`config.mk`:
```
export PLATFORM = sky130hd
export DESIGN_NAME = seg_onoff_decoder
export DESIGN_NICKNAME = d
export VERILOG_FILES = /design/src/rtl/seg_onoff_decoder.sv
export SDC_FILE = /design/constraint.sdc
export NUM_CORES = 1
export LEC_CHECK = 0
export CORE_UTILIZATION = 33
export CTS_CLUSTER_SIZE = 40
export DETAILED_ROUTE_END_ITERATION = 10
export GPL_TIMING_DRIVEN = 0
export HOLD_SLACK_MARGIN = 0.15
export SLEW_MARGIN = 20
export SYNTH_ARGS = -nofsm -noshare
export SYNTH_HDL_FRONTEND = slang
export SYNTH_SLANG_ARGS = --single-unit
```
`constraint.sdc`:
```
create_clock -name clk -period 1.85 [get_ports clk]
set_input_delay 0.37 -clock clk [delete_from_list [all_inputs] [get_ports clk]]
set_output_delay 0.37 -clock clk [all_outputs]
set_load 0.1 [all_outputs]
```
`src/rtl/seg_onoff_decoder.sv`:
```
// Recovers the ON/OFF status shown on three 7-segment displays, with a glitch filter and a change-event handshake.
// Commit latency is STABLE_CYCLES+1 edges from the first stable sample; a pending event is held until event_ready.
module seg_onoff_decoder #(
    parameter int unsigned STABLE_CYCLES = 4
) (
    input  logic        clk,
    input  logic        reset,
    input  logic [6:0]  seg1,
    input  logic [6:0]  seg2,
    input  logic [6:0]  seg3,
    output logic        state_valid,
    output logic        state_on,
    output logic        state_err,
    output logic        event_valid,
    input  logic        event_ready,
    output logic        event_on,
    output logic        overrun,
    output logic [15:0] change_count
);

    typedef enum logic [2:0] {
        CLS_NONE  = 3'd0,
        CLS_ON    = 3'd1,
        CLS_OFF   = 3'd2,
        CLS_BLANK = 3'd3,
        CLS_BAD   = 3'd4
    } cls_t;

    localparam logic [7:0]  STABLE    = 8'(STABLE_CYCLES);
    // Patterns are {seg3, seg2, seg1}: "On " and "OFF" read left to right.
    localparam logic [20:0] PAT_ON    = {7'b1000000, 7'b0101011, 7'b1111111};
    localparam logic [20:0] PAT_OFF   = {7'b1000000, 7'b0001110, 7'b0001110};
    localparam logic [20:0] PAT_BLANK = {7'b1111111, 7'b1111111, 7'b1111111};

    cls_t        dec;
    cls_t        cand_q, cand_d;
    logic [7:0]  cnt_q, cnt_d;
    cls_t        committed_q, committed_d;
    logic        last_rep_q, last_rep_d;
    logic        seen_q, seen_d;
    logic        state_valid_q, state_valid_d;
    logic        state_on_q, state_on_d;
    logic        state_err_q, state_err_d;
    logic        event_valid_q, event_valid_d;
    logic        event_on_q, event_on_d;
    logic        overrun_q, overrun_d;
    logic [15:0] change_count_q, change_count_d;
    logic        commit_onoff;
    logic        commit_val;
    logic        new_evt;

    always_comb begin
        unique case ({seg3, seg2, seg1})
            PAT_ON:    dec = CLS_ON;
            PAT_OFF:   dec = CLS_OFF;
            PAT_BLANK: dec = CLS_BLANK;
            default:   dec = CLS_BAD;
        endcase
    end

    always_comb begin
        cand_d         = cand_q;
        cnt_d          = cnt_q;
        committed_d    = committed_q;
        last_rep_d     = last_rep_q;
        seen_d         = seen_q;
        event_valid_d  = event_valid_q;
        event_on_d     = event_on_q;
        overrun_d      = overrun_q;
        change_count_d = change_count_q;

        if (dec != cand_q) begin
            cand_d = dec;
            cnt_d  = 8'd1;
        end else if (cnt_q < STABLE) begin
            cnt_d = cnt_q + 8'd1;
        end

        if (cnt_q == STABLE) begin
            committed_d = cand_q;
        end

        commit_onoff = (committed_d == CLS_ON) || (committed_d == CLS_OFF);
        commit_val   = (committed_d == CLS_ON);
        // Only a fresh commit of a value different from the last report is an event;
        // bouncing through BLANK/BAD back to the same value stays silent.
        new_evt      = commit_onoff && (committed_d != committed_q) &&
                       (!seen_q || (commit_val != last_rep_q));

        if (new_evt) begin
            last_rep_d    = commit_val;
            seen_d        = 1'b1;
            event_valid_d = 1'b1;
            event_on_d    = commit_val;
            if (event_valid_q && !event_ready) begin
                overrun_d = 1'b1;
            end
            if (seen_q && (change_count_q != 16'hFFFF)) begin
                change_count_d = change_count_q + 16'd1;
            end
        end else if (event_valid_q && event_ready) begin
            event_valid_d = 1'b0;
        end

        state_valid_d = commit_onoff;
        state_on_d    = (committed_d == CLS_ON);
        state_err_d   = (committed_d == CLS_BAD);
    end

    always_ff @(posedge clk) begin
        if (reset) begin
            cand_q         <= CLS_NONE;
            cnt_q          <= 8'd0;
            committed_q    <= CLS_NONE;
            last_rep_q     <= 1'b0;
            seen_q         <= 1'b0;
            state_valid_q  <= 1'b0;
            state_on_q     <= 1'b0;
            state_err_q    <= 1'b0;
            event_valid_q  <= 1'b0;
            event_on_q     <= 1'b0;
            overrun_q      <= 1'b0;
            change_count_q <= 16'd0;
        end else begin
            cand_q         <= cand_d;
            cnt_q          <= cnt_d;
            committed_q    <= committed_d;
            last_rep_q     <= last_rep_d;
            seen_q         <= seen_d;
            state_valid_q  <= state_valid_d;
            state_on_q     <= state_on_d;
            state_err_q    <= state_err_d;
            event_valid_q  <= event_valid_d;
            event_on_q     <= event_on_d;
            overrun_q      <= overrun_d;
            change_count_q <= change_count_d;
        end
    end

    assign state_valid  = state_valid_q;
    assign state_on     = state_on_q;
    assign state_err    = state_err_q;
    assign event_valid  = event_valid_q;
    assign event_on     = event_on_q;
    assign overrun      = overrun_q;
    assign change_count = change_count_q;

endmodule
```
# [After elaboration in Yosys (flattened, before gate mapping)]
# Index checks and enable logic that the tools add are counted.
[word_totals] reg_bits=37 mem_bits_ro=0 out_inout_bits=22 mem_count=0 ramBits=0 in_bits=24 wordCells=46 latch_bits=0
[op_classes] n_div=0 n_bitwise=0 reduce_logical=14 addsub=2 n_lt_le_gt_ge=1 mux=6 shift=0 mul=0 n_eq_ne=11
[op_table] cell="== test 21 bit, second input constant" n=3
[op_table] cell="adder 16 x 1 -> 16 bit, second input constant" n=1
[op_table] cell="inequality test 16 bit, second input constant" n=1
[op_table] cell="one-hot mux 3 bit (3 select lines)" n=1
[op_table] cell="adder 8 x 1 -> 8 bit, second input constant" n=1
[op_table] cell="== test 8 x 3 -> 1 bit, second input constant" n=1
[op_table] cell="< comparator 8 x 3 -> 1 bit, second input constant" n=1
[op_table] cell="inequality test 3 bit" n=2
[op_table] cell="logical AND 1 bit" n=5
[op_table] cell="2-to-1 mux 1 bit" n=4
[op_table] cell="AND reduction 2 bit" n=2
[op_table] cell="nonzero test 2 bit" n=2
[op_table] cell="== test 3 x 1 -> 1 bit, second input constant" n=1
[op_table] cell="== test 3 x 2 -> 1 bit, second input constant" n=1
[op_table] cell="== test 3 bit, second input constant" n=1
[op_table] cell="2-to-1 mux 3 bit" n=1
[op_table] cell="logical NOT 1 bit" n=2
[op_table] cell="logical OR 1 bit" n=2
[op_table] cell="OR reduction 2 bit" n=1
[op_table] cell="inequality test 1 bit" n=1

# [Depth between registers and ports, before layout]
# Gate-level depths: netlist (run 1).
[depth] depth_word=7 mapped_depth=9 depth_no_buf=7

# [Worst setup path after synthesis (run 1)]
# OpenSTA, ideal clock, no wires.
[synth_timing] kind="flip-flop to flip-flop" start="register change_count_q[3] (netlist: change_count[3])" end="register change_count_q[13] (netlist: change_count[13])" path_buffers=1 required_ns=1.722 setup_slack_ns=-0.674 t_arrival_ns=2.396 path_stages_with_launch=8 cell_sequence="dfxtp_1 -> and4_1 -> and2_1 -> clkbuf_1 -> nand3_1 -> nor4_2 -> xnor2_1 -> nor2_1"
[synth_via] elab_chain_cells=3
[synth_lines] element="from (decl)" line="47" source="logic [15:0] change_count_q, change_count_d;"
[synth_lines] element="from (signal assigned)" line="136" source="change_count_q <= change_count_d;"
[synth_lines] element="parallel branches: the longest is 3 deep, another holds adder 16 x 1 -> 16 bit"
# Several ways; the timed one is not identified.
# A chain may end at the register's enable or synchronous reset.

# [Worst setup path after layout (run 1)]
[layout_timing] start="register cand_q[0]" end="register change_count_q[11] (netlist: change_count[11])"
[layout_via] elab_chain_cells=6
[layout_lines] element="from (decl)" line="36" source="cls_t cand_q, cand_d;"
[layout_lines] element="from (signal assigned)" line="125" source="cand_q <= cand_d;"
[layout_lines] element="2-to-1 mux 3 bit (*)" line="79" source="if (cnt_q == STABLE) begin"
[layout_lines] element="== test 3 x 1 -> 1 bit / == test 3 x 2 -> 1 bit (equally long branches)" line="83, 84"
[layout_lines] element="inequality test 1 bit / logical OR 1 bit (equally long branches)" line="88, 83"
[layout_lines] element="logical OR 1 bit / logical AND 1 bit (equally long branches)" line="88, 87"
[layout_lines] element="logical AND 1 bit (*)" line="87" source="new_evt = commit_onoff && (committed_d != committed_q) &&"
[layout_lines] element="AND reduction 2 bit (no source line) (*)"
# Every way passes the cells marked *; elsewhere a longest branch is shown, timed or not.

==> results by group, run 1 <==
Worst setup path
  – Critical Path RT: 2010 ps
  – Crit path DAT: between 2000 and 2500 ps
  – Crit path kind: flop to flop
  – Worst setup SP type: flop
  – CP Capture Type: flop
  – Crit Path Max Fanout: 4

Detailed routing
  – Initial drt markers: 33
  – Post-route ant nets: 0
  – DRC violations left: 0
  – Detailed Routing Iterations Pass 1: 4
  – Vias: ~1,700
  – Routed wire per std cell: around 13 um
  – DR vias/cell: slightly above 5
  – Routed wire length: approximately 4400 um

Floorplanning
  – Row cnt: 27
  – Core area: between 5000 and 6000 um2
  – Starting Density: between 30% and 40%
  – Die area: 6150 um2
  – Die width: slightly below 80 um
  – Die Y: about 80 um
  – Ports: 46

Outcome
  – Status: complete, but fails checks
  – Violated checks: setup timing

Logic synthesis
  – Synth async-reset ratio: 0%
  – Cell count after synthesis: ~210
  – Area share of the largest cell type after synthesis: between 30% and 40%
  – Post-synth EDFFs: 0
  – Most frequent cell after synthesis: dfxtp_1
  – Ys flop type: dfxtp_1
  – Mapped Nets: 235
  – Synth area leader: dfxtp_1
  – Netlist cell types: 41
  – Synth cell count leaders: 37 x dfxtp_1, 29 x nor2_1, 15 x xnor2_1
  – Mapped Area: between 1500 and 2000 um2
  – Sequential cell area fraction in the yosys report: between 30% and 40%
  – Area contributors post-synth: dfxtp_1 38%, xnor2_1 6.8%, nor2_1 5.6%, nor3_4 5.1%, nor4_2 4.5%
  – Seq cells post-synth: 37
  – Avg Cell Area, Syn: about 9 um2
  – Yosys warnings: 0

GRT
  – Largest net degree at the start of global routing: 12
  – GRT Total Usage: between 10% and 20%
  – Vias in the first global route: roughly 1,600
  – Initial antenna violation count: 0
  – First-pass GRT wire length: 7160 um
  – GR Overflow Total: 0

STA
  – Final worst slack: -2.53 ps
  – Setup TNS: -2.53 ps
  – Worst setup skew after layout: just over 4 ps
  – Fin. Hold Viols: 0
  – Minimum clock period after layout: between 1500 and 2000 ps
  – Fmax achieved: approximately 540 MHz
  – Final slew viol count: 0
  – RSZ-0062 raised after global routing: true
  – Period utilization: 100%
  – Final setup violation count: 1
  – Max_slew headroom: 36.8%
  – Slew @ Worst Pin: about 950 ps
  – Final hold slack: roughly 480 ps

Finish
  – Reg area: between 800 and 900 um2
  – Fin nets: between 200 and 300
  – ANT cells: 0
  – Layout cell share with drive strength beyond 1: between 30% and 40%
  – Synth-to-Final Area Change: 51.7%
  – FILL cells: 515
  – Finished Cell Area: 2930 um2
  – Multi-input gate area: 1280 um2
  – Fin cells: approximately 350

Power
  – Switching Share: 22.4%
  – VDD IR-drop max: slightly below 0.3 mV
  – Leakage: around 1.2 nW
  – Flop pwr share: approximately half
  – PwrDens: just over 500 nW/um2
  – Internal power: between 0.001 and 0.0015 W
  – NetSw: 0.000338 W
  – Clock share of power: roughly 40%
  – Gate power share: under 10%

Placement
  – Placed insts: around 320
  – # port buffers: 44
  – HPWL after DPL: ~3000 um
  – Placer's final routability congestion estimate: ~0.73
  – Setup WS pre-CTS: -633 ps
  – Placed Area: between 2000 and 3000 um2

CTS
  – Clock Tree Buf Depth: 2
  – Clk slew on worst S/H paths: about 70 ps
  – H-tree depth: 2
  – Root buffer cell: clkbuf_8
  – Hold_buf cts: 0
  – TritonCTS clock tree: yes
  – TritonCTS Buffers: 5
  – Worst-skew pair later-pin latency: roughly 290 ps
  – Clock sink count: 37

Run
  – Max-cap violations: 0

Min path
  – Min-delay worst type: flop to flop
==> cell families after synthesis <==
family	synth area share, %
xor gates and xnor gates	7.27
and+or+nand+nor	38.1
muxes	2.60
adders and majority gates	1.95
buffers and inverters	4.48
AOI/OAI and AO/OA	7.20
DFF	38.4
==> timing repair <==
action / in CTS / in global routing
setup endpoints to repair: 49 / 30
pin swaps: 14 / 14
resized for setup: 91 / 33
cloned: 1 / 0
setup buffers: 9 / 4
==> sequential cells by signal, summed over array words and instances (netlist names) <==
register      flops
change_count     16
cnt_q             8
cand_q            3
committed_q       3
event_on          1
event_valid       1
overrun           1
seen_q            1
state_err         1
state_on          1
state_valid       1
==> critical path, cell delays in order, from the launching register on <==
cell and delay, ps:
dfxtp_4 360, nand2b_4 140, o22a_1 190, or3_4 380, buf_4 190, nor4_4 280, xnor2_1 140, nor2_1 50
==> metal layers <==
metal,track usage (%),vias to the layer above,wire (um)
met5,0,-,0
met3,3.26,7,136
met1,16.7,836,1930
met2,26.8,27,2330
met4,5.00,0,52
li1,-,872,-
==> layout by cell type, fill, tap and decap left out, types with 9 or more instances in the layout <==
cell type	instances
nor2_1	28
xnor2_1	15
buf_4	12
clkdlybuf4s15_2	11
a21oi_1	9
dfxtp_1	15
nand2_1	9
clkdlybuf4s50_1	9
nand4_1	9
dfxtp_4	16
==> layout make-up <==
| class | instances | area share (%) |
|---|---|---|
| Buffer | 8 | 2.44 |
| Clock buffer | 7 | 3.29 |
| Clock inverter | 1 | 0.171 |
| Inverter | 8 | 1.03 |
| Multi-Input combinational cell | 154 | 43.8 |
| Sequential cell | 37 | 27.6 |
| Tap cell | 72 | 3.08 |
| Timing Repair Buffer | 58 | 18.6 |
==> worst paths after layout <==
kind | from | endpoint | slack (ps) | cells past startpoint
hold / removal | cnt_q[7] | cnt_q[7] | 480 | 1
setup / recovery | cand_q[0] | change_count[11] | -3 | 7
setup reg to reg | cand_q[0] | change_count[11] | -3 | 7
hold reg to reg | cnt_q[7] | cnt_q[7] | 480 | 1
==> power groups by stage <==
stage / Sequential [W] / Clock [W] / Combinational (W)
global route: 0.000782 / 0.000678 / 0.000118
CTS: 0.000782 / 0.000635 / 0.000107
detailed placement: 0.000803 / 0 / 0.0000998
finish: 0.000782 / 0.000619 / 0.000108
floorplan: 0.000803 / 0 / 0.0000372
global placement: 0.000803 / 0 / 0.0000991
==> per-stage QoR <==
stage          utilization (%)  total power, W
2_1_floorplan                -        0.000840
3_3_place_gp              45.4        0.000902
3_5_place_dp              45.4        0.000903
4_1_cts                   50.6         0.00152
5_1_grt                   52.5         0.00158
6_report                  52.5         0.00151
Power figures use the tool's default switching activity.
==> run 2: changes to the inputs <==
- CORE_MARGIN: unset -> 1.5
==> run 2 against run 1 <==
Compared with the run above: the run still ends with setup timing left; power is 4.9% lower; largest cell class unchanged; first-iteration DRC count is 91% higher; worst setup slack worse by 13 ps; routed wire length is 5.4% higher.
==> results by group, run 2 (synthesis gave the netlist of run 1 again) <==
Worst setup path
  – Crit-path cells: nand2b_4 > o22a_1 > or3_4 > buf_12 > buf_12 > nor3_4 > xnor2_1 > nor2_1 (was nand2b_4 > o22a_1 > or3_4 > buf_4 > nor4_4 > xnor2_1 > nor2_1)
  – Critical Path RT: 2010 ps (about the same)
  – Crit path kind: flop to flop (unchanged)
  – Most frequent CP cell: buf_12
  – Crit path DAT: 2020 ps (was 2010 ps)
  – Buf/Inv on CP: 2 (was 1)
  – CP Capture Type: flop (unchanged)
  – Worst setup SP type: flop (unchanged)
  – Largest delay contributor family on the critical path: simple AND/OR/NAND/NOR gates (unchanged)
  – Crit-path max cell delay: 390 ps (was 380 ps)
  – Slowest cell on crit path: or3_4 (unchanged)
  – Crit Path Max Fanout: 6 (was 4)

Floorplanning
  – Starting Density: 34.6% (unchanged)
  – Core area: 5570 um2 (unchanged)
  – Ports: 46 (unchanged)
  – Die Y: 79.4 um (was 78.4 um)
  – Die width: 79.4 um (was 78.4 um)
  – Row cnt: 27 (unchanged)
  – Die area: 6310 um2 (was 6150 um2)

GRT
  – GR Overflow Total: 0 (unchanged)
  – Initial antenna violation count: 0 (unchanged)
  – Largest net degree at the start of global routing: 12 (unchanged)
  – First-pass GRT wire length: 7700 um (was 7160 um)
  – GRT Total Usage: 15.5% (was 14.7%)
  – Vias in the first global route: 1,728 (was 1,613)

Detailed routing
  – Vias: 1,740 (was 1,742)
  – Detailed Routing Iterations Pass 1: 5 (was 4)
  – Post-route ant nets: 0 (unchanged)
  – DR vias/cell: 5.00 (was 5.05)
  – Routed wire length: 4690 um (was 4450 um)
  – DRC violations left: 0 (unchanged)
  – Initial drt markers: 63 (was 33)
  – Routed wire per std cell: 13.5 um (was 12.9 um)

Outcome
  – Violated checks: setup timing (unchanged)
  – Status: complete, but fails checks (unchanged)

Finish
  – Commonest non-fill, non-tap cell in the layout: nor2_1 (unchanged)
  – Largest register FFs: 16 (unchanged)
  – Most frequent cells in the layout: 28 x nor2_1, 16 x dfxtp_4, 13 x xnor2_1, 13 x dfxtp_1, 11 x buf_4 (was 28 x nor2_1, 16 x dfxtp_4, 15 x xnor2_1, 15 x dfxtp_1, 12 x buf_4)
  – FILL cells: 512 (was 515)
  – Layout cell share with drive strength beyond 1: 40.9% (was 38.8%)
  – Synth-to-Final Area Change: 54.9% (was 51.7%)
  – Fin nets: 302 (was 299)
  – ANT cells: 0 (unchanged)

Power
  – VDD IR-drop max: 0.313 mV (was 0.292 mV)
  – PwrDens: 480 nW/um2 (was 516 nW/um2)
  – Leakage: 1.27 nW (was 1.22 nW)
  – Tot Pwr: 0.00143 W (was 0.00151 W)

Run
  – Max-cap violations: 0 (unchanged)

Placement
  – HPWL after DPL: 3130 um (was 3040 um)
  – # port buffers: 44 (unchanged)
  – Placer's final routability congestion estimate: 0.736 (was 0.727)

STA
  – Fin. Hold Viols: 0 (unchanged)
  – RSZ-0062 raised after global routing: true (unchanged)
  – Period utilization: 101% (was 100%)
  – Final worst slack: -15.8 ps (was -2.53 ps)
  – Final hold slack: 483 ps (was 484 ps)
  – Final setup violation count: 4 (was 1)
  – Max_slew headroom: 36.3% (was 36.8%)
  – Final slew viol count: 0 (unchanged)
  – Worst setup skew after layout: 2.24 ps (was 4.12 ps)
  – Fmax achieved: 536 MHz (was 540 MHz)
  – Slew @ Worst Pin: 959 ps (was 952 ps)
  – Minimum clock period after layout: 1870 ps (was 1850 ps)

CTS
  – Clk slew on worst S/H paths: 70 ps (about the same)
  – Root buffer cell: clkbuf_8 (unchanged)
  – H-tree depth: 2 (unchanged)
  – Clock Tree Buf Depth: 2 (unchanged)
  – TritonCTS clock tree: yes (unchanged)
  – TritonCTS Buffers: 5 (unchanged)
  – Clock sink count: 37 (unchanged)
  – Worst-skew pair later-pin latency: 280 ps (was 290 ps)

Min path
  – Min-delay worst type: flop to flop (unchanged)
## run 2: cell count changes in the layout (fill, tap and decap cells not counted), moves of 2 or more
cell / delta
clkbuf_16: +2
clkbuf_2: +2
clkbuf_8: -2
dfxtp_1: -2
dfxtp_2: +2
dlygate4sd2_1: -2
nor4_2: -2
xnor2_1: -2
xnor2_2: +2
## run 2: metrics by stage
step	std cells	area, um2	setup TNS, ps	worst slack [ps]	util (%)
3_3_place_gp	324	2530	-6950	-621	45.4
5_1_grt	348	2990	-812	-82.5	53.6
6_report	348	2990	-33.4	-15.8	53.6
3_5_place_dp	324	2530	-7300	-618	45.4
2_1_floorplan	208	2000	-425	-53.9	-
4_1_cts	342	2850	-136	-42.2	51.0
## run 2: area by class of cell
class | count | area [um2] | area share [%]
multi-input combinational | 154 | 1310 | 43.7
tap | 72 | 90.1 | 3.02
inverter | 8 | 30.0 | 1.01
timing repair buffer | 61 | 588 | 19.7
buffer | 8 | 80.1 | 2.68
sequential | 37 | 811 | 27.1
clock inverter | 2 | 10.0 | 0.335
clock buffer | 6 | 72.6 | 2.43
## run 2: final timing paths
kind | from | endpoint | slack, ps | cells after the start
worst max-delay path | cand_q[0] | change_count[12] | -20 | 8
worst min-delay path | overrun | overrun | 480 | 2
worst max register to register | cand_q[0] | change_count[12] | -20 | 8
worst min register to register | overrun | overrun | 480 | 2
## run 2: worst min-delay path, delay by kind of cell, from the launching register on
kind | cells | cell delay, ps
compound gates | 1 | 50
flops | 1 | 340
simple gates | 1 | 70
## run 2: where the power goes
part / internal [W] / switching (W) / leakage (nW)
Clock: 0.000261 / 0.000285 / 0.0450
Sequential: 0.000777 / 0.00000547 / 0.315
Combinational: 0.0000578 / 0.0000485 / 0.906
## run 2: routing by layer
metal | wire (um) | GRT usage (%)
met1 | 1980 | 17.8
met2 | 2500 | 28.6
met3 | 157 | 3.20
met4 | 48 | 4.74
met5 | 0 | 0
## run 2: timing repair
| action | in CTS | in global routing |
|---|---|---|
| gates cloned | 1 | 2 |
| buffers inserted | 9 | 5 |
| gates resized for setup | 100 | 37 |
| pin swaps | 23 | 28 |
| hold buffers | 0 | 0 |
| endpoints found under the setup margin | 49 | 36 |
| hold endpoints to repair | 0 | 0 |
